$ cat config.mk
export PLATFORM = sky130hd
export DESIGN_NAME = sign_restore
export DESIGN_NICKNAME = d
export VERILOG_FILES = /design/src/rtl/sign_restore.sv
export SDC_FILE = /design/constraint.sdc
export NUM_CORES = 1
export LEC_CHECK = 0
export BUFFER_PORTS_ARGS = -buffer_cell sky130_fd_sc_hd__buf_2
export CORE_MARGIN = 3
export CORE_UTILIZATION = 45
export DETAILED_ROUTE_END_ITERATION = 10
export PLACE_DENSITY = 0.73
export SLEW_MARGIN = 40
export SYNTH_ARGS = -nofsm -noshare
export SYNTH_HDL_FRONTEND = slang
export SYNTH_SLANG_ARGS = --single-unit
$ cat constraint.sdc
create_clock -name clk -period 2.5 [get_ports clk]
set_input_delay 0.125 -clock clk [delete_from_list [all_inputs] [get_ports clk]]
set_output_delay 0.125 -clock clk [all_outputs]
set_load 0.05 [all_outputs]
$ cat src/rtl/sign_restore.sv
// sign_restore: rebuilds a 17-bit two's-complement value from a 16-bit
// magnitude and a sign flag. Negative values are formed bit-serially,
// LSB first, by complementing each bit and rippling a +1 carry.
//
// state   | meaning
// --------+---------------------------------------------------------------
// IDLE    | waiting for load; the only state in which a load is accepted
// CONVERT | negating sr one bit per cycle, 16 cycles
// DONE    | out holds the new result, out_valid high for this one cycle
module sign_restore (
  input  logic        clk,
  input  logic        n_rst,
  input  logic        load,
  input  logic [15:0] mag_in,
  input  logic        sign_in,
  output logic [16:0] out,
  output logic        out_valid,
  output logic        busy,
  output logic        err
);

  typedef enum logic [1:0] {
    IDLE    = 2'd0,
    CONVERT = 2'd1,
    DONE    = 2'd2
  } state_t;

  state_t      state_q, state_d;
  logic [15:0] sr_q, sr_d;
  logic [3:0]  cnt_q, cnt_d;
  logic        c_q, c_d;
  logic        s_q, s_d;
  logic [16:0] out_q, out_d;
  logic        err_q, err_d;

  logic        bit_b;
  logic        carry_next;

  // One step of the complement-and-increment chain on the current LSB.
  always_comb begin
    bit_b      = ~sr_q[0] ^ c_q;
    carry_next = ~sr_q[0] & c_q;
  end

  // Next-state, datapath and error-pulse decode.
  // A leftover carry after the 16th bit means the magnitude was zero, so the
  // sign bit is suppressed and negative zero never appears.
  always_comb begin
    state_d = state_q;
    sr_d    = sr_q;
    cnt_d   = cnt_q;
    c_d     = c_q;
    s_d     = s_q;
    out_d   = out_q;
    err_d   = 1'b0;
    case (state_q)
      IDLE: begin
        if (load) begin
          sr_d  = mag_in;
          s_d   = sign_in;
          cnt_d = 4'd0;
          c_d   = 1'b1;
          if (sign_in) begin
            state_d = CONVERT;
          end else begin
            state_d = DONE;
            out_d   = {1'b0, mag_in};
          end
        end
      end
      CONVERT: begin
        err_d = load;
        sr_d  = {bit_b, sr_q[15:1]};
        c_d   = carry_next;
        cnt_d = cnt_q + 4'd1;
        if (cnt_q == 4'd15) begin
          state_d = DONE;
          out_d   = {s_q & ~carry_next, bit_b, sr_q[15:1]};
        end
      end
      DONE: begin
        err_d   = load;
        state_d = IDLE;
      end
      default: begin
        state_d = IDLE;
      end
    endcase
  end

  // State and datapath registers.
  always_ff @(posedge clk or negedge n_rst) begin
    if (!n_rst) begin
      state_q <= IDLE;
      sr_q    <= 16'd0;
      cnt_q   <= 4'd0;
      c_q     <= 1'b0;
      s_q     <= 1'b0;
      out_q   <= 17'd0;
      err_q   <= 1'b0;
    end else begin
      state_q <= state_d;
      sr_q    <= sr_d;
      cnt_q   <= cnt_d;
      c_q     <= c_d;
      s_q     <= s_d;
      out_q   <= out_d;
      err_q   <= err_d;
    end
  end

  assign out       = out_q;
  assign out_valid = (state_q == DONE);
  assign busy      = (state_q != IDLE);
  assign err       = err_q;

endmodule
[Word-level counts from Yosys, hierarchy flattened]
Cells that the tools add are included.
Word-level totals
  bits in registers: 42
  input port bits: 20
  output and inout port bits: 20
  logic and storage cells: 42
Operators by class
  add/subtract/negate cells: 1
  equal/unequal tests: 6
  mux-type cells: 15
  bitwise operators: 5
  reductions and logical operators: 8
Operator list (count)
  17-bit 2-to-1 mux: 3
  17-bit case mux with 2 select lines: 1
  16-bit case mux with 2 select lines: 1
  16-bit 2-to-1 mux: 1
  4-bit case mux with 2 select lines: 1
  2-bit 2-to-1 mux: 3
  2-bit inequality test (second input constant): 3
  2-bit AND reduction: 3
  4-bit by 1-bit adder with 4-bit output (second input constant): 1
  4-bit equality test (second input constant): 1
  4-bit 2-to-1 mux: 1
  2-bit case mux with 2 select lines: 1
  4-bit AND reduction: 1
  2-bit nonzero test: 2
  1-bit AND: 2
  2-bit by 1-bit equality test with 1-bit output (second input constant): 1
  2-bit equality test (second input constant): 1
  2-bit logical NOT: 1
  1-bit 2-to-1 mux: 2
  1-bit inverter: 2
  1-bit case mux with 2 select lines: 1
  2-bit OR reduction: 1
  1-bit XOR: 1

[Depth between registers and ports, before layout]
Gate-level depths: netlist (run 1).
  depth after elaboration: 6
  depth in mapped cells: 8
  gate-level depth less buffers: 6

[Worst setup path before layout (run 1)]
Ideal clock, no wire load.
  kind: reg-to-reg
  start point: register state_q[0]
  end point: register out_q[0], in the netlist out[0]
  setup time: 0.125 ns
  data arrival time: 1.350 ns
  required time: 2.375 ns
  slack: 1.024 ns
  stages on the path, launching flop included: 7
  path buffers: 1
  period minus slack after synthesis: 1.476 ns
  cell sequence: dfrtp_1 > inv_1 > ha_1 > nand3b_1 > a22oi_4 > clkbuf_8 > a21oi_1
Between the ends
  word-level cells in the longest chain between the ends: 3
  elaborated cells between the ends (all ways): 8
  those cells by class: eq/ne (4); mux (1); reduce/logical (3)
Ends and longest elaborated chain
  start, declared: line 28  | state_t state_q, state_d;
  start signal, assigned: line 102  | state_q <= state_d;
  2-bit by 1-bit equality test with 1-bit output or 2-bit logical NOT (tied branches): line 56  | case (state_q)
  2-bit inequality test (no source line) or 2-bit nonzero test (tied branches)
  4-bit AND reduction (no source line)
  end signal, assigned: line 107  | out_q <= out_d;
  end, declared: line 33  | logic [16:0] out_q, out_d;
Several ways; a longest one is shown, not always the timed one.
A chain may end at the register's enable or synchronous reset.

[Final worst setup path (run 1)]
  start point: register state_q[0]
  end point: register out_q[16], in the netlist out[16]
The elaborated chain is that of the path after synthesis.

==> results by group, run 1 <==
Yosys
  – Top-area cell type share of the netlist area: a little over half
  – Top-count cell post-synth: dfrtp_1
  – Post-synthesis async set-or-reset flop share: 100.0%
  – Post-Syn Nets: between 150 and 200
  – Top FF cell, synth: dfrtp_1
  – EDFF count, synth: 0
  – Mapped Cells: roughly 170
  – Seq/Total Area, Yosys: between 50% and 60%
  – Post-synth cell types: 33
  – Seq cells post-synth: 42
  – Yosys warning total: 0
  – Synth area leader: dfrtp_1
  – Synth area leaders: dfrtp_1, mux2i_1, nor2_1, a21oi_2, a21oi_1
  – Syn Area/Cell: approximately 11 um2
  – Most instantiated cells after synthesis: dfrtp_1, nor2_1, a21oi_1, mux2i_1, a21oi_2
  – Synth Cell Area: 0.001931 mm2

Global routing
  – Total GRT Usage: 14.31%
  – Number of global-route vias before repair: approximately 1.3k
  – Largest net degree at the start of global routing: 43
  – Initial antenna violation count: 0
  – Global route overflow: 0
  – Global-route wire length before repair: 5789 um

Floorplanning
  – Die area: 0.005112 mm2
  – Die Y-Extent: about 72 um
  – Row count: 23
  – Core Region: 0.004058 mm2
  – I/O pins: 40
  – Initial core utilization: a little under half
  – Die width: a little over 70 um

Pwr
  – Power per cell area: ~1500 mW/mm2
  – Clk pwr share: between 10% and 20%
  – Switching share of power: 47.97%
  – Combinational fraction of design power: 52.0%
  – Pwr Total: 3.279 mW
  – Sequential power share: between 30% and 40%
  – VDD IR max: approximately 0.72 mV
  – Pint: 1.706 mW
  – Leakage power: ~1.0 nW
  – Psw: 1.573 mW

Worst setup path
  – Worst Path Required: between 2000 and 3000 ps
  – Worst EP arrival: roughly 1900 ps
  – CP max FO: 34
  – Setup CP Type: reg -> reg
  – CP endpoint kind: register
  – CP startpoint kind: register

Min path
  – Hold Path Class: in -> reg

Clocking
  – Reg clk slew, reported paths: ~70 ps
  – Skew-Pair Late Insertion Delay: 300 ps
  – CTS buffer count: 5
  – CTS sink cnt: between 40 and 50
  – PostCTS Resize Cnt: 0
  – Root buf cell: clkbuf_8
  – Post-CTS Hold Fix Bufs: 1
  – Depth of the CTS H-tree: 2
  – Post-CTS Setup Bufs: 0
  – CTS tree: done
  – Max clock buf depth: 2

Routing
  – # DRC: 0
  – DRT Pass-1 Iters: 4
  – Initial detailed-routing violation count: 74
  – WL/cell: roughly 13 um
  – Routed wire length: ~3400 um
  – Post-DRT Antenna Nets: 0
  – Via count: approximately 1.3k
  – Via/cell ratio: approximately 5.1

Flow run
  – Max cap viols: 0

Place
  – GPL Wtd Cong: 0.7361
  – PortBufs: 39
  – Dpl hpwl: between 2000 and 2500 um

STA
  – Worst hold slack: 136.5 ps
  – Max Slew Vio Count: 0
  – Final TNS setup: 0 ps
  – Final Skew: between 9 and 10 ps
  – Fmax: 589.3 MHz
  – Max-slew headroom: roughly two thirds
  – Slew @ Worst Pin: between 500 and 600 ps
  – RSZ-0062 raised after global routing: false
  – Final hold viol count: 0
  – Setup violations, final: 0
  – Post-layout minimum cycle time: roughly 1700 ps
  – Tcrit/Tclk final: ~68%

Cells and area
  – Diode count: 0
  – Area grow syn2layout: 16.98%
  – Share of layout cells above drive strength 1: around 34%
  – Nets: 240

Status
  – Outcome: completed
==> power groups by stage <==
| stage | Sequential, mW | Clock [mW] | Combinational (mW) |
|---|---|---|---|
| after global routing | 1.19 | 0.471 | 1.85 |
| after global placement | 1.15 | 0 | 1.69 |
| after floorplan | 1.61 | 0 | 0.930 |
| after CTS | 1.15 | 0.442 | 1.72 |
| final | 1.15 | 0.426 | 1.71 |
| after detailed placement | 1.16 | 0 | 1.71 |
==> layer usage <==
layer,track usage (%),wire length [um]
met1,19.22,1627
met2,21.94,1550
met3,4.067,193
met4,5.637,46
met5,0,0
==> critical path: stages, from the launching register on <==
cell	delay [ps]
dfrtp_1	400
inv_1	110
ha_1	310
nand3b_1	190
a22oi_4	180
buf_12	230
nand4b_1	110
o21ai_0	90
==> per-stage QoR <==
| stage | utilization (%) | area [um2] | instances | worst slack, ps |
|---|---|---|---|---|
| after floorplan | - | 1931 | 173 | 1024 |
| after global placement | 53.13 | 2156 | 257 | 873.0 |
| after detailed placement | 53.19 | 2158 | 257 | 794.9 |
| after CTS | 55.66 | 2258 | 266 | 781.9 |
| after global routing | 55.66 | 2258 | 266 | 687.0 |
| final | 55.66 | 2258 | 266 | 803.0 |
==> layout make-up <==
type,instances,area [um2]
Sequential cell,42,1051
Tap cell,50,62.56
Timing Repair Buffer,44,250.2
Clock buffer,5,68.82
Inverter,5,18.77
Clock inverter,3,21.27
Fill cell,365,1799
Multi-Input combinational cell,117,785.8
==> final timing paths <==
path / slack [ps] / from / end / cells after the start
max reg2reg: 800 / state_q[0] / out[16] / 7
min: 140 / load / err / 2
min reg2reg: 510 / s_q / s_q / 2
min in group asynchronous: 340 / n_rst / out[4] / 2
max: 800 / state_q[0] / out[16] / 7
max in group asynchronous: 1800 / n_rst / out[13] / 2
==> cells by family after synthesis <==
| group | count (synthesis) | share of synthesized area, % |
|---|---|---|
| fa+ha+maj | 5 | 3.240 |
| simple gates | 51 | 12.51 |
| mux | 17 | 8.879 |
| buf+inv | 14 | 4.860 |
| flops | 42 | 54.44 |
| compound gates | 44 | 16.07 |
==> registers in the layout, indices dropped and copies added (netlist names) <==
register and cells:
c_q 1, sr_q 16, s_q 1, state_q 2
out 17, cnt_q 4, err 1
==> layout by cell type, fill, tap and decap left out <==
master,netlist,layout
and2_2,1,1
clkinv_2,0,1
nor3_1,1,1
a22o_1,1,1
or2b_1,1,1
nand2_1,6,6
mux2i_1,16,16
nor2_2,3,3
nand3b_1,1,1
a22oi_4,1,1
a21oi_1,20,20
nand3_2,1,1
a21o_1,1,1
a32o_1,1,1
a22o_2,1,1
clkinv_4,0,1
o21ai_0,3,3
and2_1,1,1
o22a_1,2,2
buf_4,2,4
mux2_2,1,1
dfrtp_1,42,42
clkinvlp_4,0,1
nor2_1,31,31
ha_1,5,5
dlygate4sd3_1,0,1
clkbuf_8,1,5
nand2b_4,1,1
and2b_1,1,1
buf_12,0,1
nand3_1,2,2
a21oi_2,13,13
buf_2,4,38
inv_1,5,5
nand4b_1,1,1
o22ai_1,1,1
(Power assumes the default switching activity.)
==> run 2: changes to the inputs <==
Settings changed: PLACE_DENSITY 0.73 to 0.75.
Clock period 2.5 ns to 1.43 ns, I/O delays scaled along.
==> results by group, run 2 (same netlist as run 1, synthesis figures left out) <==
Status
  – Outcome: finished with violations
  – Failing checks: setup timing

Pwr
  – Leakage power: 1.160 nW (+16%)
  – Power per cell area: 2619 mW/mm2 (+80%)
  – VDD IR max: 1.523 mV (+110%)

Cells and area
  – Commonest non-fill, non-tap cell in the layout: dfrtp_1
  – Diode count: 0 (unchanged)
  – Nets: 258 (+7.5%)
  – Commonest non-fill, non-tap cells in the layout: dfrtp_1, buf_2, nor2_1
  – Share of layout cells above drive strength 1: 49.15% (+15 points)
  – Area grow syn2layout: 37.65%
  – Max reg flops: 17 (unchanged)

Clocking
  – CTS tree: done
  – CTS buffer count: 5 (unchanged)
  – Max clock buf depth: 2 (unchanged)
  – Reg clk slew, reported paths: 80 ps (about the same)
  – Depth of the CTS H-tree: 2 (unchanged)
  – CTS sink cnt: 42 (unchanged)
  – Root buf cell: clkbuf_8
  – Skew-Pair Late Insertion Delay: 290 ps (about the same)

STA
  – Final TNS setup: -1145 ps (-1145 ps)
  – Worst hold slack: 74.97 ps (-61.51 ps)
  – Fmax: 647.9 MHz (+9.9%)
  – Post-layout minimum cycle time: 1544 ps (-153.4 ps)
  – Slew @ Worst Pin: 446.4 ps (-70.97 ps)
  – Tcrit/Tclk final: 107.9% (+40 points)
  – Setup violations, final: 25 (+25)
  – Max Slew Vio Count: 0 (unchanged)
  – Final hold viol count: 0 (unchanged)
  – RSZ-0062 raised after global routing: true
  – Max-slew headroom: 70.24% (+4.7 points)
  – Final WS setup: -113.6 ps (-916.6 ps)
  – Final Skew: 4.796 ps (-4.561 ps)

Place
  – PortBufs: 39 (unchanged)
  – GPL Wtd Cong: 0.7247 (-1.5%)
  – Dpl hpwl: 2695 um (+12%)

Routing
  – # DRC: 0 (unchanged)
  – WL/cell: 17.30 um (+35%)
  – Via/cell ratio: 5.282 (+4.3%)
  – Via count: 1500 (+11%)
  – DRT Pass-1 Iters: 4 (unchanged)
  – Initial detailed-routing violation count: 79 (+6.8%)
  – Post-DRT Antenna Nets: 0 (unchanged)
  – Routed wire length: 4914 um (+44%)

Worst setup path
  – CP startpoint kind: register
  – Worst reg2reg path depth: 8 (+1)
  – Worst Path Required: 1650 ps (-1060 ps)
  – CP max FO: 6 (-82%)
  – CP endpoint kind: register
  – Worst Setup SP: state_q[1]
  – Worst EP arrival: 1760 ps (-150 ps)
  – Worst r2r src: state_q[1]
  – Setup CP Type: reg -> reg
  – R2r setup slk: -110 ps (-920 ps)
  – FF-to-FF End: out[9]

Global routing
  – Number of global-route vias before repair: 1496 (+14%)
  – Total GRT Usage: 16.34% (+2.0 points)
  – Global route overflow: 0 (unchanged)
  – Initial antenna violation count: 0 (unchanged)
  – Largest net degree at the start of global routing: 34 (-21%)
  – Global-route wire length before repair: 6603 um (+14%)

Floorplanning
  – Initial core utilization: 47.58% (unchanged)
  – Row count: 23 (unchanged)
  – Die area: 0.005112 mm2 (unchanged)
  – Die width: 71.50 um (unchanged)
  – I/O pins: 40 (unchanged)
  – Core Region: 0.004058 mm2 (unchanged)
  – Die Y-Extent: 71.50 um (unchanged)

Min path
  – Hold Path Stages: 3 (+1)
  – Hold Path Class: in -> reg
  – Hold endpoint: s_q
  – Hold_sp: sign_in

Flow run
  – Max cap viols: 0 (unchanged)
[run 2: critical path, stage by stage (launching register included)]
cell and delay, ps:
dfrtp_1 390, inv_2 100, ha_4 220, nand2b_4 90, a22oi_4 190, buf_6 150, clkbuf_16 160, nor2_4 40
a21oi_2 130
[run 2: metrics by stage]
stage / cells / area, um2 / setup slack (ps) / util (%) / total power, mW
final: 284 / 2658 / -113.6 / 65.49 / 6.959
after global routing: 284 / 2658 / -172.6 / 65.49 / 7.337
after CTS: 274 / 2402 / -48.34 / 59.20 / 6.195
after detailed placement: 263 / 2263 / -70.90 / 55.78 / 5.321
after global placement: 263 / 2263 / -12.17 / 55.78 / 5.216
after floorplan: 173 / 1959 / 3.418 / - / 4.513
[run 2: worst max-delay path by stage]
stage	depth (start not counted)	endpoint	slack, ps
2_1_floorplan	6	out[0]	3
3_3_place_gp	5	cnt_q[2]	-10
6_report	8	out[9]	-110
4_1_cts	7	out[0]	-50
5_1_grt	8	out[9]	-170
3_5_place_dp	7	out[2]	-70
[run 2: area by class of cell]
class	instances	area (um2)
Clock buffer	6	72.57
Fill cell	291	1400
Sequential cell	42	1051
Multi-Input combinational cell	117	915.9
Timing Repair Buffer	62	523.0
Tap cell	50	62.56
Clock inverter	2	13.76
Inverter	5	18.77
[run 2: timing repair]
action,CTS,global route
setup endpoints to repair,23,38
hold buffers,1,0
hold endpoints to repair,16,0
cloned,0,5
resized for setup,9,24
setup buffers,2,5
pin swaps,0,2
[run 2: routing by layer]
layer	vias to the layer above	GRT usage (%)	wire length, um
met5	-	0	0
met3	7	4.628	186
met2	39	28.16	2505
met4	0	4.802	80
met1	738	19.94	2141
li1	716	-	-
[run 2: power breakdown]
part | switching [mW] | internal (mW) | leakage (nW)
Combinational | 2.48 | 1.63 | 0.635
Sequential | 0.356 | 1.73 | 0.479
Clock | 0.419 | 0.345 | 0.0452
